===== src/rtl/seq_uart_arb_pkg.sv =====
// Shared definitions for the sequencer UART report arbiter.
//   SEQ_DP_WIDTH : default width of a reported data word
//   arb_state_t  : arbiter FSM states (legacy encodings kept: 0..3)
//   rr_next      : round-robin pointer advance, wraps at the requester count
package seq_uart_arb_pkg;

  localparam int unsigned SEQ_DP_WIDTH = 16;

  typedef enum logic [1:0] {
    ST_IDLE      = 2'd0,
    ST_ISSUE     = 2'd1,
    ST_WAIT_BUSY = 2'd2,
    ST_WAIT_DONE = 2'd3
  } arb_state_t;

  // Next pointer after granting idx; always 0 when only one requester exists.
  function automatic logic [1:0] rr_next(input logic [1:0] idx, input int unsigned n);
    return ((32'(idx) + 32'd1) >= n) ? 2'd0 : (idx + 2'd1);
  endfunction

endpackage


===== src/rtl/seq_rr_pick.sv =====
// Combinational round-robin picker.
//   i_pend  : pending vector, one bit per requester
//   i_ptr   : first index to consider; search ascends and wraps
//   o_grant : selected index (valid when o_any)
//   o_any   : at least one bit of i_pend is set
module seq_rr_pick #(
  parameter int unsigned NUM_REQ = 4
) (
  input  logic [NUM_REQ-1:0] i_pend,
  input  logic [1:0]         i_ptr,
  output logic [1:0]         o_grant,
  output logic               o_any
);

  always_comb begin
    o_grant = '0;
    o_any   = 1'b0;
    // Outer loop walks offsets from the pointer; inner loop maps the rotated
    // position back to a constant index so every select stays static.
    for (int unsigned i = 0; i < NUM_REQ; i++) begin
      for (int unsigned j = 0; j < NUM_REQ; j++) begin
        if (!o_any && (j == ((32'(i_ptr) + i) % NUM_REQ)) && i_pend[j]) begin
          o_any   = 1'b1;
          o_grant = 2'(j);
        end
      end
    end
  end

endmodule


===== src/rtl/seq_uart_arb.sv =====
// Round-robin arbiter sharing one UART hex reporter among NUM_REQ requesters.
//   clk, rst_n   : clock, asynchronous active-low reset
//   i_req        : per-requester request pulse
//   i_req_data   : packed request words, requester k at [k*DP_WIDTH +: DP_WIDTH]
//   o_req_ack    : request k accepted into its slot (1-cycle pulse)
//   o_pend       : slot k occupied
//   o_tx_data    : word to reporter (i_tx_data)
//   o_tx_reg     : granted requester index (i_reg)
//   o_tx_stb     : 1-cycle issue strobe (i_tx_stb)
//   i_tx_busy    : reporter busy (o_tx_busy)
//   o_busy       : arbiter not idle
//   o_drop_cnt   : saturating count of rejected requests
module seq_uart_arb
  import seq_uart_arb_pkg::*;
#(
  parameter int unsigned NUM_REQ  = 4,
  parameter int unsigned DP_WIDTH = SEQ_DP_WIDTH,
  parameter int unsigned DROP_W   = 8
) (
  input  logic                         clk,
  input  logic                         rst_n,
  input  logic [NUM_REQ-1:0]           i_req,
  input  logic [NUM_REQ*DP_WIDTH-1:0]  i_req_data,
  output logic [NUM_REQ-1:0]           o_req_ack,
  output logic [NUM_REQ-1:0]           o_pend,
  output logic [DP_WIDTH-1:0]          o_tx_data,
  output logic [1:0]                   o_tx_reg,
  output logic                         o_tx_stb,
  input  logic                         i_tx_busy,
  output logic                         o_busy,
  output logic [DROP_W-1:0]            o_drop_cnt
);

  arb_state_t            r_state;
  logic [NUM_REQ-1:0]    r_pend;
  logic [NUM_REQ-1:0]    r_ack;
  logic [DP_WIDTH-1:0]   r_slot [NUM_REQ];
  logic [1:0]            r_ptr;
  logic [DP_WIDTH-1:0]   r_tx_data;
  logic [1:0]            r_tx_reg;
  logic [DROP_W-1:0]     r_drop;

  logic [1:0]            w_grant;
  logic                  w_any;
  logic                  w_fire;
  logic [NUM_REQ-1:0]    w_gnt_vec;
  logic [NUM_REQ-1:0]    w_accept;
  logic [NUM_REQ-1:0]    w_drop;
  logic [DP_WIDTH-1:0]   w_gnt_data;
  logic [DROP_W:0]       w_drop_sum;
  logic [DROP_W-1:0]     w_drop_next;

  seq_rr_pick #(.NUM_REQ(NUM_REQ)) u_pick (
    .i_pend  (r_pend),
    .i_ptr   (r_ptr),
    .o_grant (w_grant),
    .o_any   (w_any)
  );

  always_comb begin
    w_fire     = (r_state == ST_IDLE) && w_any && !i_tx_busy;
    w_gnt_vec  = '0;
    w_accept   = '0;
    w_drop     = '0;
    w_gnt_data = '0;
    w_drop_sum = {1'b0, r_drop};
    for (int unsigned k = 0; k < NUM_REQ; k++) begin
      w_gnt_vec[k] = w_fire && (w_grant == 2'(k));
      // A slot being emptied by this cycle's grant can take a new word at once.
      w_accept[k]  = i_req[k] && (!r_pend[k] || w_gnt_vec[k]);
      w_drop[k]    = i_req[k] && r_pend[k] && !w_gnt_vec[k];
      if (w_grant == 2'(k)) w_gnt_data = r_slot[k];
      if (w_drop[k]) w_drop_sum = w_drop_sum + {{DROP_W{1'b0}}, 1'b1};
    end
    // One spare bit catches the carry from up to NUM_REQ simultaneous drops.
    w_drop_next = w_drop_sum[DROP_W] ? '1 : w_drop_sum[DROP_W-1:0];
  end

  // Slot data needs no reset: it is only read while its pending bit is set.
  always_ff @(posedge clk) begin
    for (int unsigned k = 0; k < NUM_REQ; k++) begin
      if (w_accept[k]) r_slot[k] <= i_req_data[k*DP_WIDTH +: DP_WIDTH];
    end
  end

  always_ff @(posedge clk or negedge rst_n) begin
    if (!rst_n) begin
      r_state   <= ST_IDLE;
      r_pend    <= '0;
      r_ack     <= '0;
      r_ptr     <= '0;
      r_tx_data <= '0;
      r_tx_reg  <= '0;
      r_drop    <= '0;
    end else begin
      r_ack  <= w_accept;
      r_drop <= w_drop_next;
      for (int unsigned k = 0; k < NUM_REQ; k++) begin
        if (w_accept[k])       r_pend[k] <= 1'b1;
        else if (w_gnt_vec[k]) r_pend[k] <= 1'b0;
      end
      case (r_state)
        ST_IDLE: begin
          if (w_fire) begin
            r_tx_data <= w_gnt_data;
            r_tx_reg  <= w_grant;
            r_ptr     <= rr_next(w_grant, NUM_REQ);
            r_state   <= ST_ISSUE;
          end
        end
        ST_ISSUE:     r_state <= ST_WAIT_BUSY;
        ST_WAIT_BUSY: if (i_tx_busy)  r_state <= ST_WAIT_DONE;
        ST_WAIT_DONE: if (!i_tx_busy) r_state <= ST_IDLE;
        default:      r_state <= ST_IDLE;
      endcase
    end
  end

  assign o_req_ack  = r_ack;
  assign o_pend     = r_pend;
  assign o_tx_data  = r_tx_data;
  assign o_tx_reg   = r_tx_reg;
  assign o_tx_stb   = (r_state == ST_ISSUE);
  assign o_busy     = (r_state != ST_IDLE);
  assign o_drop_cnt = r_drop;

endmodule


===== config.mk =====
export PLATFORM = sky130hd
export DESIGN_NAME = seq_uart_arb
export DESIGN_NICKNAME = d
export VERILOG_FILES = /design/src/rtl/seq_uart_arb_pkg.sv /design/src/rtl/seq_rr_pick.sv /design/src/rtl/seq_uart_arb.sv
export SDC_FILE = /design/constraint.sdc
export NUM_CORES = 1
export LEC_CHECK = 0
export BUFFER_PORTS_ARGS = -buffer_cell sky130_fd_sc_hd__clkbuf_2
export CORE_AREA = 2 2 128 130
export CTS_CLUSTER_DIAMETER = 30
export CTS_CLUSTER_SIZE = 16
export DETAILED_ROUTE_END_ITERATION = 10
export DIE_AREA = 0 0 130 132
export GPL_ROUTABILITY_DRIVEN = 0
export PLACE_DENSITY = 0.49
export SLEW_MARGIN = 30
export SYNTH_ARGS = -nofsm -noshare
export SYNTH_HDL_FRONTEND = slang
export SYNTH_SLANG_ARGS = --single-unit

===== constraint.sdc =====
create_clock -name clk -period 10.2 [get_ports clk]
set_clock_uncertainty 0.2 [all_clocks]
set_input_delay 1.53 -clock clk [delete_from_list [all_inputs] [get_ports clk]]
set_output_delay 1.53 -clock clk [all_outputs]
set_load 0.03 [all_outputs]

### Yosys cells after proc, flatten, opt, wreduce, memory -nomap -nowiden

Memory sizes are Yosys's and may differ from the RTL's.
Cells that the tools add are included.

| storage, ports and cells | value |
|---|---|
| bits in registers | 38 |
| bits in writable memories | 64 |
| output and inout bits | 36 |
| word-level logic and storage cells | 193 |
| memories | 1 |

| cells by class | value |
|---|---|
| $add $sub $neg | 9 |
| magnitude comparators | 1 |
| equal/unequal tests | 21 |
| multiplexer cells | 61 |
| reductions and logical operators | 90 |

Memories:

| memory | depth | width | read ports | clocked after Yosys merged registers in | write ports | line | RTL |
|---|---|---|---|---|---|---|---|
| r_slot | 4 | 16 | 4 | 0 | 4 | seq_uart_arb.sv:37 | `logic [DP_WIDTH-1:0] r_slot [NUM_REQ];` |

Operators with widths:

| operator | number |
|---|---|
| $logic_not 32->1 | 4 |
| $mux 16 | 4 |
| $logic_and 1x1->1 | 49 |
| $mux 2 | 18 |
| $mux 9 | 4 |
| $mux 1 | 33 |
| $add 9x1->9 const B | 3 |
| $logic_not 1->1 | 24 |
| $eq 2x2->1 const A | 8 |
| $reduce_bool 2->1 | 5 |
| $add 8x1->9 const B | 1 |
| $eq 1x2->1 const A | 4 |
| $eq 2x2->1 const B | 4 |
| $mux 8 | 1 |
| $pmux 2 s4 | 1 |
| $ne 2x2->1 const B | 3 |
| $add 2x1->2 const B | 2 |
| $add 2x2->2 const B | 2 |
| $eq 2x1->1 const B | 2 |
| $logic_not 2->1 | 2 |
| $logic_or 1x1->1 | 4 |
| $add 2x1->3 const B | 1 |
| $ge 3x3->1 const B | 1 |
| $reduce_and 3->1 | 1 |
| $reduce_and 2->1 | 1 |

### Depth between registers and ports, before layout

Gate-level depths: netlist of the first run.

| depth | value |
|---|---|
| depth after elaboration | 76 |
| depth in mapped cells | 22 |

### By module

A second synthesis of the first run with hierarchy kept.

| unflattened totals | value |
|---|---|
| cells, all modules | 436 |
| area, all modules | 4947.2 sq um |

By module, submodules not included:

| module | instances | cells an instance | area each (sq um) |
|---|---|---|---|
| seq_uart_arb | 1 | 421 | 4869.7 |
| seq_rr_pick | 1 | 15 | 77.6 |

### Worst setup path after synthesis of the first run

OpenSTA, ideal clock, no wires.

| path | value |
|---|---|
| path type | input port to flip-flop |
| from | input i_tx_busy |
| to | register r_drop[7], in the netlist o_drop_cnt[7] |
| library setup time | 0.150 ns |
| arrival | 4.322 ns |
| path slack | 5.528 ns |
| stages on the path | 17 |
| cells stage by stage | and3b_1 buf_6 clkbuf_1 o21ai_0 nand2_1 ha_1 nor3_1 a31oi_1 ha_1 and3_1 a32oi_1 a31oi_1 o211ai_1 nand3_1 a211oi_1 o2111a_1 o211ai_1 |

| between the ends | value |
|---|---|
| word-level cells in the longest chain between the ends | 13 |
| elaborated cells on any way between the ends | 22 |

Ends and longest elaborated chain:

| item | line | RTL |
|---|---|---|
| start, declared | seq_uart_arb.sv:29 | `input logic i_tx_busy,` |
| $logic_not 1->1 * | n/a |  |
| $logic_and 1x1->1 * | seq_uart_arb.sv:61 | `w_fire = (r_state == ST_IDLE) && w_any && !i_tx_busy;` |
| $logic_and 1x1->1 | seq_uart_arb.sv:68 | `w_gnt_vec[k] = w_fire && (w_grant == 2'(k));` |
| $logic_not 1->1 | seq_uart_arb.sv:71 | `w_drop[k] = i_req[k] && r_pend[k] && !w_gnt_vec[k];` |
| $logic_and 1x1->1 | seq_uart_arb.sv:71 |  |
| $mux 9 | seq_uart_arb.sv:73 | `if (w_drop[k]) w_drop_sum = w_drop_sum + {{DROP_W{1'b0}}, 1'b1};` |
| $add 9x1->9 | seq_uart_arb.sv:73 |  |
| $mux 9 | seq_uart_arb.sv:73 |  |
| $add 9x1->9 | seq_uart_arb.sv:73 |  |
| $mux 9 | seq_uart_arb.sv:73 |  |
| $add 9x1->9 | seq_uart_arb.sv:73 |  |
| $mux 9 * | seq_uart_arb.sv:73 |  |
| $mux 8 * | seq_uart_arb.sv:76 | `w_drop_next = w_drop_sum[DROP_W] ? '1 : w_drop_sum[DROP_W-1:0];` |
| named net w_drop_next[7] | seq_uart_arb.sv:51 | `logic [DROP_W-1:0] w_drop_next;` |
| end signal, assigned | seq_uart_arb.sv:97 | `r_drop <= w_drop_next;` |
| end, declared | seq_uart_arb.sv:41 | `logic [DROP_W-1:0] r_drop;` |

The timed path passes the listed nets; every way through them passes the cells marked *.
A chain may end at the register's enable or synchronous reset.

### Worst setup path after layout of the first run

| path | value |
|---|---|
| from | register r_pend[0], in the netlist o_pend[0] |
| to | register r_drop[7], in the netlist o_drop_cnt[7] |

| between the ends | value |
|---|---|
| word-level cells in the longest chain between the ends | 75 |
| elaborated cells on any way between the ends | 104 |

Ends and longest elaborated chain:

| item | line | RTL |
|---|---|---|
| start, declared | seq_uart_arb.sv:35 | `logic [NUM_REQ-1:0] r_pend;` |
| start signal, assigned | seq_uart_arb.sv:89 | `r_pend <= '0;` |
| start signal, assigned by index | seq_uart_arb.sv:99 | `if (w_accept[k]) r_pend[k] <= 1'b1;` |
| start signal, assigned by index | seq_uart_arb.sv:100 | `else if (w_gnt_vec[k]) r_pend[k] <= 1'b0;` |
| $logic_and 1x1->1 | seq_rr_pick.sv:22 | `if (!o_any && (j == ((32'(i_ptr) + i) % NUM_REQ)) && i_pend[j]) begin` |
| $mux 1 | seq_rr_pick.sv:22 |  |
| $logic_not 1->1 | seq_rr_pick.sv:22 |  |
| $logic_and 1x1->1 (2 in series) | seq_rr_pick.sv:22 |  |
| $mux 1 | seq_rr_pick.sv:22 |  |
| $logic_not 1->1 | seq_rr_pick.sv:22 |  |
| $logic_and 1x1->1 (2 in series) | seq_rr_pick.sv:22 |  |
| $mux 1 | seq_rr_pick.sv:22 |  |
| [58 not listed] | n/a |  |
| $add 9x1->9 | seq_uart_arb.sv:73 |  |
| $mux 9 | seq_uart_arb.sv:73 |  |
| $add 9x1->9 | seq_uart_arb.sv:73 |  |
| $mux 9 | seq_uart_arb.sv:73 |  |
| $add 9x1->9 | seq_uart_arb.sv:73 |  |
| $mux 9 * | seq_uart_arb.sv:73 |  |
| $mux 8 * | seq_uart_arb.sv:76 |  |
| named net w_drop_next[7] | seq_uart_arb.sv:51 |  |

Marked as above.

==> results of run 1 <==
## logic make-up (layout without fill, tap and decap cells)
logic type	after synthesis	after routing	synth area share (%)
AND/OR/NAND/NOR	126	126	13.17
AO/OA/AOI/OAI	123	123	17.17
flip-flops	102	102	58.14
buffers and inverters	33	136	2.684
XOR/XNOR	20	20	4.254
adder cells (fa/ha/maj)	13	13	3.292
multiplexers	6	6	1.291
## worst register-to-register path: stages, from the launching register on
cell and delay [ps]:
dfrtp_1 500, or2_2 340, o311ai_0 80, o21ai_0 260, ha_1 310, and3b_1 370
o21ai_0 310, nand2_1 90, ha_1 290, nor3_1 50, a31oi_1 210, ha_1 170
and3_1 190, nand2_1 100, a31oi_1 180, o211ai_1 130, a21o_1 220, a211oi_1 430
o2111a_1 270, o211ai_1 80
## metrics by stage
step | hold WS, ps | area (um2) | setup slack (ps) | cells
CTS | 286.2 | 5996 | 5302 | 742
global route | 305.1 | 5996 | 4862 | 742
finish | 278.6 | 5996 | 5257 | 742
global placement | 261.7 | 5669 | 5185 | 726
detailed placement | 270.1 | 5674 | 5089 | 726
floorplan | 269.9 | 4941 | 5528 | 423
## layout make-up
cell class / instances / area, um2
tap: 216 / 270.3
clock inverter: 7 / 96.34
timing repair buffer: 108 / 548.0
multi-input combinational: 288 / 1938
fill: 1558 / 9717
sequential: 102 / 2873
clock buffer: 9 / 225.2
inverter: 12 / 45.04
## routing by layer
layer | routed length, um | share of wire [%] | vias to the layer above | track usage, %
li1 | - | - | 1790 | -
met1 | 5902 | 48 | 1689 | 20.62
met2 | 5589 | 46 | 102 | 22.43
met3 | 594 | 4.9 | 8 | 3.450
met4 | 127 | 1.0 | 0 | 3.644
met5 | 0 | 0 | - | 0
## where the power goes
| part | leakage [nW] | internal [mW] | switching, mW | total (mW) |
|---|---|---|---|---|
| clock network | 0.155 | 0.216 | 0.151 | 0.367 |
| registers | 1.04 | 0.536 | 0.0799 | 0.616 |
| logic | 1.23 | 0.362 | 0.636 | 0.998 |
| total | 2.42 | 1.11 | 0.867 | 1.98 |
## cell usage after synthesis (all sizes together), types with 4 or more instances
cell and n:
ha 13, o21ai 42, nor3 7, inv 12, a21oi 30, a31oi 4, edfxtp 64, clkbuf 18
nand3 18, o211ai 5, nor2 24, nand2b 4, a221o 15, and2 9, nand2 34, xnor2 12
xor2 6, dfrtp 38, and3 6, nand3b 5
## worst max-delay path by stage
stage,to,slack [ps]
CTS,o_drop_cnt[7]$_DFF_PN0_,5300
finish,o_drop_cnt[7]$_DFF_PN0_,5260
global route,o_drop_cnt[7]$_DFF_PN0_,4860
floorplan,o_drop_cnt[7]$_DFF_PN0_,5530
global placement,o_drop_cnt[7]$_DFF_PN0_,5180
detailed placement,o_drop_cnt[7]$_DFF_PN0_,5090
==> impl_metrics.env, run 1 <==
export IMPL_grt_pass1_wl_um=19260
export IMPL_final_common_cell="clkbuf_2"
export IMPL_slew_headroom_pct=42.15
export IMPL_synth_area_top_cells="edfxtp_1 39%, dfrtp_1 19%, o21ai_0 4.3%"
export IMPL_critPathMaxFanout=17
export IMPL_ys_flop_type="edfxtp_1"
export IMPL_path_buf_inv=0
export IMPL_startpoint="o_pend[0]$_DFFE_PN0P_"
export IMPL_rsz0062_at_grt="false"
export IMPL_dr_pass1_iters=4
export IMPL_grt_antenna_before_repair=0
export IMPL_timing_rr_start="o_pend[0]$_DFFE_PN0P_"
export IMPL_report_final_slew_viol_count=0
export IMPL_dieArea_mm2=0.01716
export IMPL_crit_slowest_cell="dfrtp_1"
export IMPL_totalWireLength_um=12210
export IMPL_ir_drop_uv=111.7
export IMPL_rrSetupSlack_ps=5260
export IMPL_yosys_warnings=0
export IMPL_numPortBuffers=106
export IMPL_min_from="o_tx_data[0]$_DFFE_PN0P_"
export IMPL_fin_util_pct=38.16
export IMPL_worst_slew_pin_slew_ps=867.8
export IMPL_ctsHoldBuffers=0
export IMPL_netlist_area_leader_share_pct=38.90
export IMPL_final_cell_mix="105 x clkbuf_2, 64 x edfxtp_1, 42 x o21ai_0"
export IMPL_ctsRootBufferMaster="clkbuf_16"
export IMPL_cts_sinks=102
export IMPL_die_y_um=132
export IMPL_wl_per_cell_um=16.46
export IMPL_holdPathEnd="o_tx_data[0]$_DFFE_PN0P_"
export IMPL_synth_cell_types=60
export IMPL_powerDensity_mw_per_mm2=330.3
export IMPL_layout_drive_gt1_share_pct=26.05
export IMPL_regMostFlops="r_slot"
export IMPL_hold_path_class="reg -> reg"
export IMPL_slowest_delay_ps=500
export IMPL_largest_reg_flops=64
export IMPL_fmax_mhz=202.3
export IMPL_antenna_cells=0
export IMPL_grt_use_total_pct=14.54
export IMPL_grt_overflow=0
export IMPL_synth_edf_count=64
export IMPL_r2r_end="o_drop_cnt[7]$_DFF_PN0_"
export IMPL_cts_tree="built"
export IMPL_crit_type="reg -> reg"
export IMPL_io_pins=107
export IMPL_cp_start_kind="flip-flop"
export IMPL_synth_net_count=507
export IMPL_synthCells=423
export IMPL_cpMostUsedCell="ha_1"
export IMPL_synth_area_per_cell_um2=11.68
export IMPL_synth_top_cell_by_area="edfxtp_1"
export IMPL_critical_path_arrival_ps=4930
export IMPL_ff2ff_path_depth=19
export IMPL_ys_ff_latch=102
export IMPL_cts_buffers=9
export IMPL_drt_iter0_drc=162
export IMPL_drc=0
export IMPL_finalSetupTns_ps=0
export IMPL_antenna_left=0
export IMPL_dp_hpwl_um=9201
export IMPL_async_flop_share_pct=37.25
export IMPL_grt_pass1_vias=3639
export IMPL_fin_crit_sh_pct=48.46
export IMPL_area_growth_pct=21.35
export IMPL_coreArea_mm2=0.01571
export IMPL_whs_path_depth=2
export IMPL_cts_buffer_depth=2
export IMPL_nNetsFinal=605
export IMPL_cap_violations=0
export IMPL_vias_per_cell=4.837
export IMPL_hold_violations=0
export IMPL_cp_required_ps=10190
export IMPL_finalSetupViolations=0
export IMPL_grt_max_degree=44
export IMPL_cts_repair_resized=0
export IMPL_period_minus_slack_ps=4943
export IMPL_num_rows=46
export IMPL_htreeDepth=3
export IMPL_clkLatencyLatePin_ps=340
export IMPL_ys_seq_area_share_pct=58.14
export IMPL_start_util_pct=31.45
export IMPL_dieWidth_um=130
export IMPL_cp_end_kind="flip-flop"
export IMPL_path_delay_family="compound AO/OA/AOI/OAI gates"
export IMPL_leakagePower_nw=2.421
export IMPL_power_total_mw=1.981
export IMPL_status="finished clean"
export IMPL_postCtsSetupRepairBufs=0
export IMPL_cp_num_cells=19
export IMPL_dr_total_vias=3589
export IMPL_clk_pin_slew_ps=70
export IMPL_synth_area_mm2=0.004941
export IMPL_worstPathCellList="or2_2 -> o311ai_0 -> o21ai_0 -> ha_1 -> and3b_1 -> o21ai_0 -> nand2_1 -> ha_1 -> nor3_1 -> a31oi_1 -> ha_1 -> and3_1 -> nand2_1 -> a31oi_1 -> o211ai_1 -> a21o_1 -> a211oi_1 -> o2111a_1 -> o211ai_1"
No activity file was read; power rests on OpenSTA's default activity.
==> inputs of run 2 (changes only) <==
--- a/config.mk
+++ b/config.mk
@@ -5,12 +5,13 @@
 export SDC_FILE = /design/constraint.sdc
 export NUM_CORES = 1
 export LEC_CHECK = 0
+export ABC_AREA = 1
 export BUFFER_PORTS_ARGS = -buffer_cell sky130_fd_sc_hd__clkbuf_2
-export CORE_AREA = 2 2 128 130
+export CORE_AREA = 2 2 131 133
 export CTS_CLUSTER_DIAMETER = 30
 export CTS_CLUSTER_SIZE = 16
 export DETAILED_ROUTE_END_ITERATION = 10
-export DIE_AREA = 0 0 130 132
+export DIE_AREA = 0 0 133 135
 export GPL_ROUTABILITY_DRIVEN = 0
 export PLACE_DENSITY = 0.49
 export SLEW_MARGIN = 30
==> constraint.sdc (replaced) <==
create_clock -name clk -period 4.97 [get_ports clk]
set_clock_uncertainty 0.2 [all_clocks]
set_input_delay 0.7455 -clock clk [delete_from_list [all_inputs] [get_ports clk]]
set_output_delay 0.7455 -clock clk [all_outputs]
set_load 0.03 [all_outputs]
==> run 2 against run 1 <==
  * Flip-flop and latch count did not move
  * Sequential share of layout area fell by 4.7 points
  * Fmax is 4.2% higher
  * Die area increased by 4.6%
  * Setup slack worse by 5000 ps
  * Clock power grew 94%
  * Wire length rose by 13%
  * Combinational power grew to 3.2 times the previous value
  * Worst hold slack worse by 56 ps
  * Core utilization up 2.4 points
==> impl_metrics.env, run 2 <==
export IMPL_status="finished clean"
export IMPL_dieWidth_um=133
export IMPL_io_pins=107
export IMPL_ys_seq_area_share_pct=55.26
export IMPL_fmax_mhz=210.9
export IMPL_largest_reg_flops=64
export IMPL_worst_slew_pin_slew_ps=614.7
export IMPL_grt_use_total_pct=15.62
export IMPL_final_cell_mix="154 x nand2_1, 105 x clkbuf_2, 64 x edfxtp_1"
export IMPL_nNetsFinal=776
export IMPL_num_fill_cells=1621
export IMPL_cap_violations=0
export IMPL_die_y_um=135
export IMPL_crit_slowest_cell="dfrtp_2"
export IMPL_grt_max_degree=39
export IMPL_slew_headroom_pct=58.92
export IMPL_async_flop_share_pct=37.25
export IMPL_cts_buffers=9
export IMPL_cpMostUsedCell="nor2_4"
export IMPL_swShare_pct=49.86
export IMPL_cts_tree="built"
export IMPL_clk_pin_slew_ps=70
export IMPL_dp_hpwl_um=10040
export IMPL_ctsHoldBuffers=0
export IMPL_hold_path_class="in -> async"
export IMPL_yosys_mux_area_fraction_pct=0.2166
export IMPL_cts_buffer_depth=2
export IMPL_area_growth_pct=28.04
export IMPL_synth_edf_count=64
export IMPL_pwr_share_comb_pct=61.6
export IMPL_grt_pass1_vias=4154
export IMPL_wl_per_cell_um=15.04
export IMPL_synth_compound_area_share_pct=6.955
export IMPL_grt_antenna_before_repair=0
export IMPL_leakagePower_nw=3.074
export IMPL_synth_top_family_by_area="simple AND/OR/NAND/NOR gates"
export IMPL_cp_start_kind="flip-flop"
export IMPL_dieArea_mm2=0.01796
export IMPL_synth_net_count=645
export IMPL_period_minus_slack_ps=4743
export IMPL_critPathMaxFanout=8
export IMPL_final_common_cell="nand2_1"
export IMPL_drt_iter0_drc=138
export IMPL_power_total_mw=5.197
export IMPL_numPortBuffers=106
export IMPL_ys_ff_latch=102
export IMPL_internal_power_mw=2.605
export IMPL_coreArea_mm2=0.01641
export IMPL_synth_area_per_cell_um2=9.267
export IMPL_synth_cell_types=37
export IMPL_drc=0
export IMPL_synthCells=561
export IMPL_cts_sinks=102
export IMPL_crit_type="reg -> reg"
export IMPL_regMostFlops="r_slot"
export IMPL_dr_pass1_iters=4
export IMPL_totalWireLength_um=13790
export IMPL_synth_simple_area_share_pct=26.79
export IMPL_ir_drop_uv=290.7
export IMPL_clkLatencyLatePin_ps=350
export IMPL_hold_violations=0
export IMPL_finalSetupViolations=0
export IMPL_dr_total_vias=4119
export IMPL_powerDensity_mw_per_mm2=780.7
export IMPL_grt_pass1_wl_um=21470
export IMPL_critical_path_arrival_ps=4770
export IMPL_num_rows=47
export IMPL_seqPwrFrac_pct=24.8
export IMPL_htreeDepth=3
export IMPL_layout_drive_gt1_share_pct=33.86
export IMPL_synth_xor_area_share_pct=2.166
export IMPL_synth_area_mm2=0.005199
export IMPL_synthAdderAreaFrac_pct=3.129
export IMPL_netlist_area_leader_share_pct=36.97
export IMPL_cp_required_ps=5000
export IMPL_ctsRootBufferMaster="clkbuf_16"
export IMPL_report_final_slew_viol_count=0
export IMPL_antenna_left=0
export IMPL_netlist_top_cells_count="162 x nand2_1, 64 x edfxtp_1, 50 x inv_1, 41 x o21ai_0, 40 x nand3_1"
export IMPL_start_util_pct=31.69
export IMPL_netSwitchingPower_mw=2.591
export IMPL_pwr_share_clk_pct=13.7
export IMPL_cp_end_kind="flip-flop"
export IMPL_grt_overflow=0
export IMPL_yosysMostFrequentCell="nand2_1"
export IMPL_antenna_cells=0
export IMPL_vias_per_cell=4.492
export IMPL_ys_flop_type="edfxtp_1"
export IMPL_fin_crit_sh_pct=95.43
export IMPL_synth_area_top_cells="edfxtp_1 37%, dfrtp_1 18%, nand2_1 12%"
export IMPL_slowest_delay_ps=470
export IMPL_timing_hold_ws_ps=222.9
export IMPL_yosys_warnings=0
export IMPL_synth_top_cell_by_area="edfxtp_1"
[run 2: changes by cell type after synthesis, sizes merged, moves of 5 or more]
cell and change:
o211ai -5, a21oi -9, nand2 +147, and3 -6
and2 -9, nand3 +29, nor2 +18, xnor2 -7
inv +47, a221o -15
[run 2: worst paths after layout]
check / cells after the start / slack, ps / to / startpoint
min in group clk: 2 / 290 / o_tx_reg[1]$_DFFE_PN0P_ / o_tx_reg[1]$_DFFE_PN0P_
max in group asynchronous: 1 / 3920 / r_ptr[1]$_DFFE_PN0P_ / rst_n
worst max register to register: 36 / 230 / o_drop_cnt[1]$_DFF_PN0_ / r_ptr[0]$_DFFE_PN0P_
worst min register to register: 2 / 290 / o_tx_reg[1]$_DFFE_PN0P_ / o_tx_reg[1]$_DFFE_PN0P_
worst min-delay path: 1 / 220 / o_drop_cnt[7]$_DFF_PN0_ / rst_n
worst max-delay path: 36 / 230 / o_drop_cnt[1]$_DFF_PN0_ / r_ptr[0]$_DFFE_PN0P_
[run 2: layout make-up]
class,count,area [um2],share of cell area [%]
Clock buffer,11,232.7,3.496
Clock inverter,5,60.06,0.9023
Inverter,60,230.2,3.459
Multi-Input combinational cell,383,2221,33.36
Sequential cell,102,2879,43.25
Tap cell,220,275.3,4.135
Timing Repair Buffer,136,758.2,11.39
[run 2: cell families (layout without fill, tap and decap cells)]
group	count (synthesis)	after routing
buffers and inverters	76	212
XOR/XNOR	12	12
flip-flops	102	102
adder cells (fa/ha/maj)	13	13
multiplexers	1	1
AND/OR/NAND/NOR	288	288
AO/OA/AOI/OAI	69	69
[run 2: metal layers]
layer  global-route usage [%]  routed length (um)  vias to the layer above
li1                         -                   -                     2109
met1                    21.11                6466                     1881
met2                    25.27                6443                      114
met3                    2.853                 667                       15
met4                    5.556                 214                        0
met5                        0                   0                        -
[run 2: stage by stage]
stage	util, %	cell area (um2)	setup TNS (ps)	cells	worst slack, ps
after floorplan	-	5274	0	561	10.98
after global placement	37.48	6150	0	888	147.8
after detailed placement	37.50	6152	-22.82	888	-14.49
after CTS	39.33	6452	0	905	86.71
after global routing	40.57	6656	-473.0	917	-69.00
final	40.57	6656	0	917	227.3
[run 2: power groups by stage]
| stage | clock [mW] | combinational (mW) | sequential [mW] |
|---|---|---|---|
| after floorplan | 0 | 1.96 | 1.49 |
| after global placement | 0 | 2.99 | 1.30 |
| after detailed placement | 0 | 3.03 | 1.30 |
| after CTS | 0.734 | 3.05 | 1.29 |
| after global routing | 0.765 | 3.60 | 1.31 |
| final | 0.711 | 3.20 | 1.29 |
[run 2: what timing repair did]
action	4_1_cts	5_1_grt
gates resized for setup	0	25
setup buffers	1	12
setup endpoints to repair	8	8
pin swaps	2	17
[run 2: critical path: cells and delay by family (launching register included)]
kind	cells	cell delay, ps
AOI/OAI and AO/OA	1	80
adders and majority gates	4	910
and+or+nand+nor	26	2650
buffers and inverters	5	310
DFF	1	470
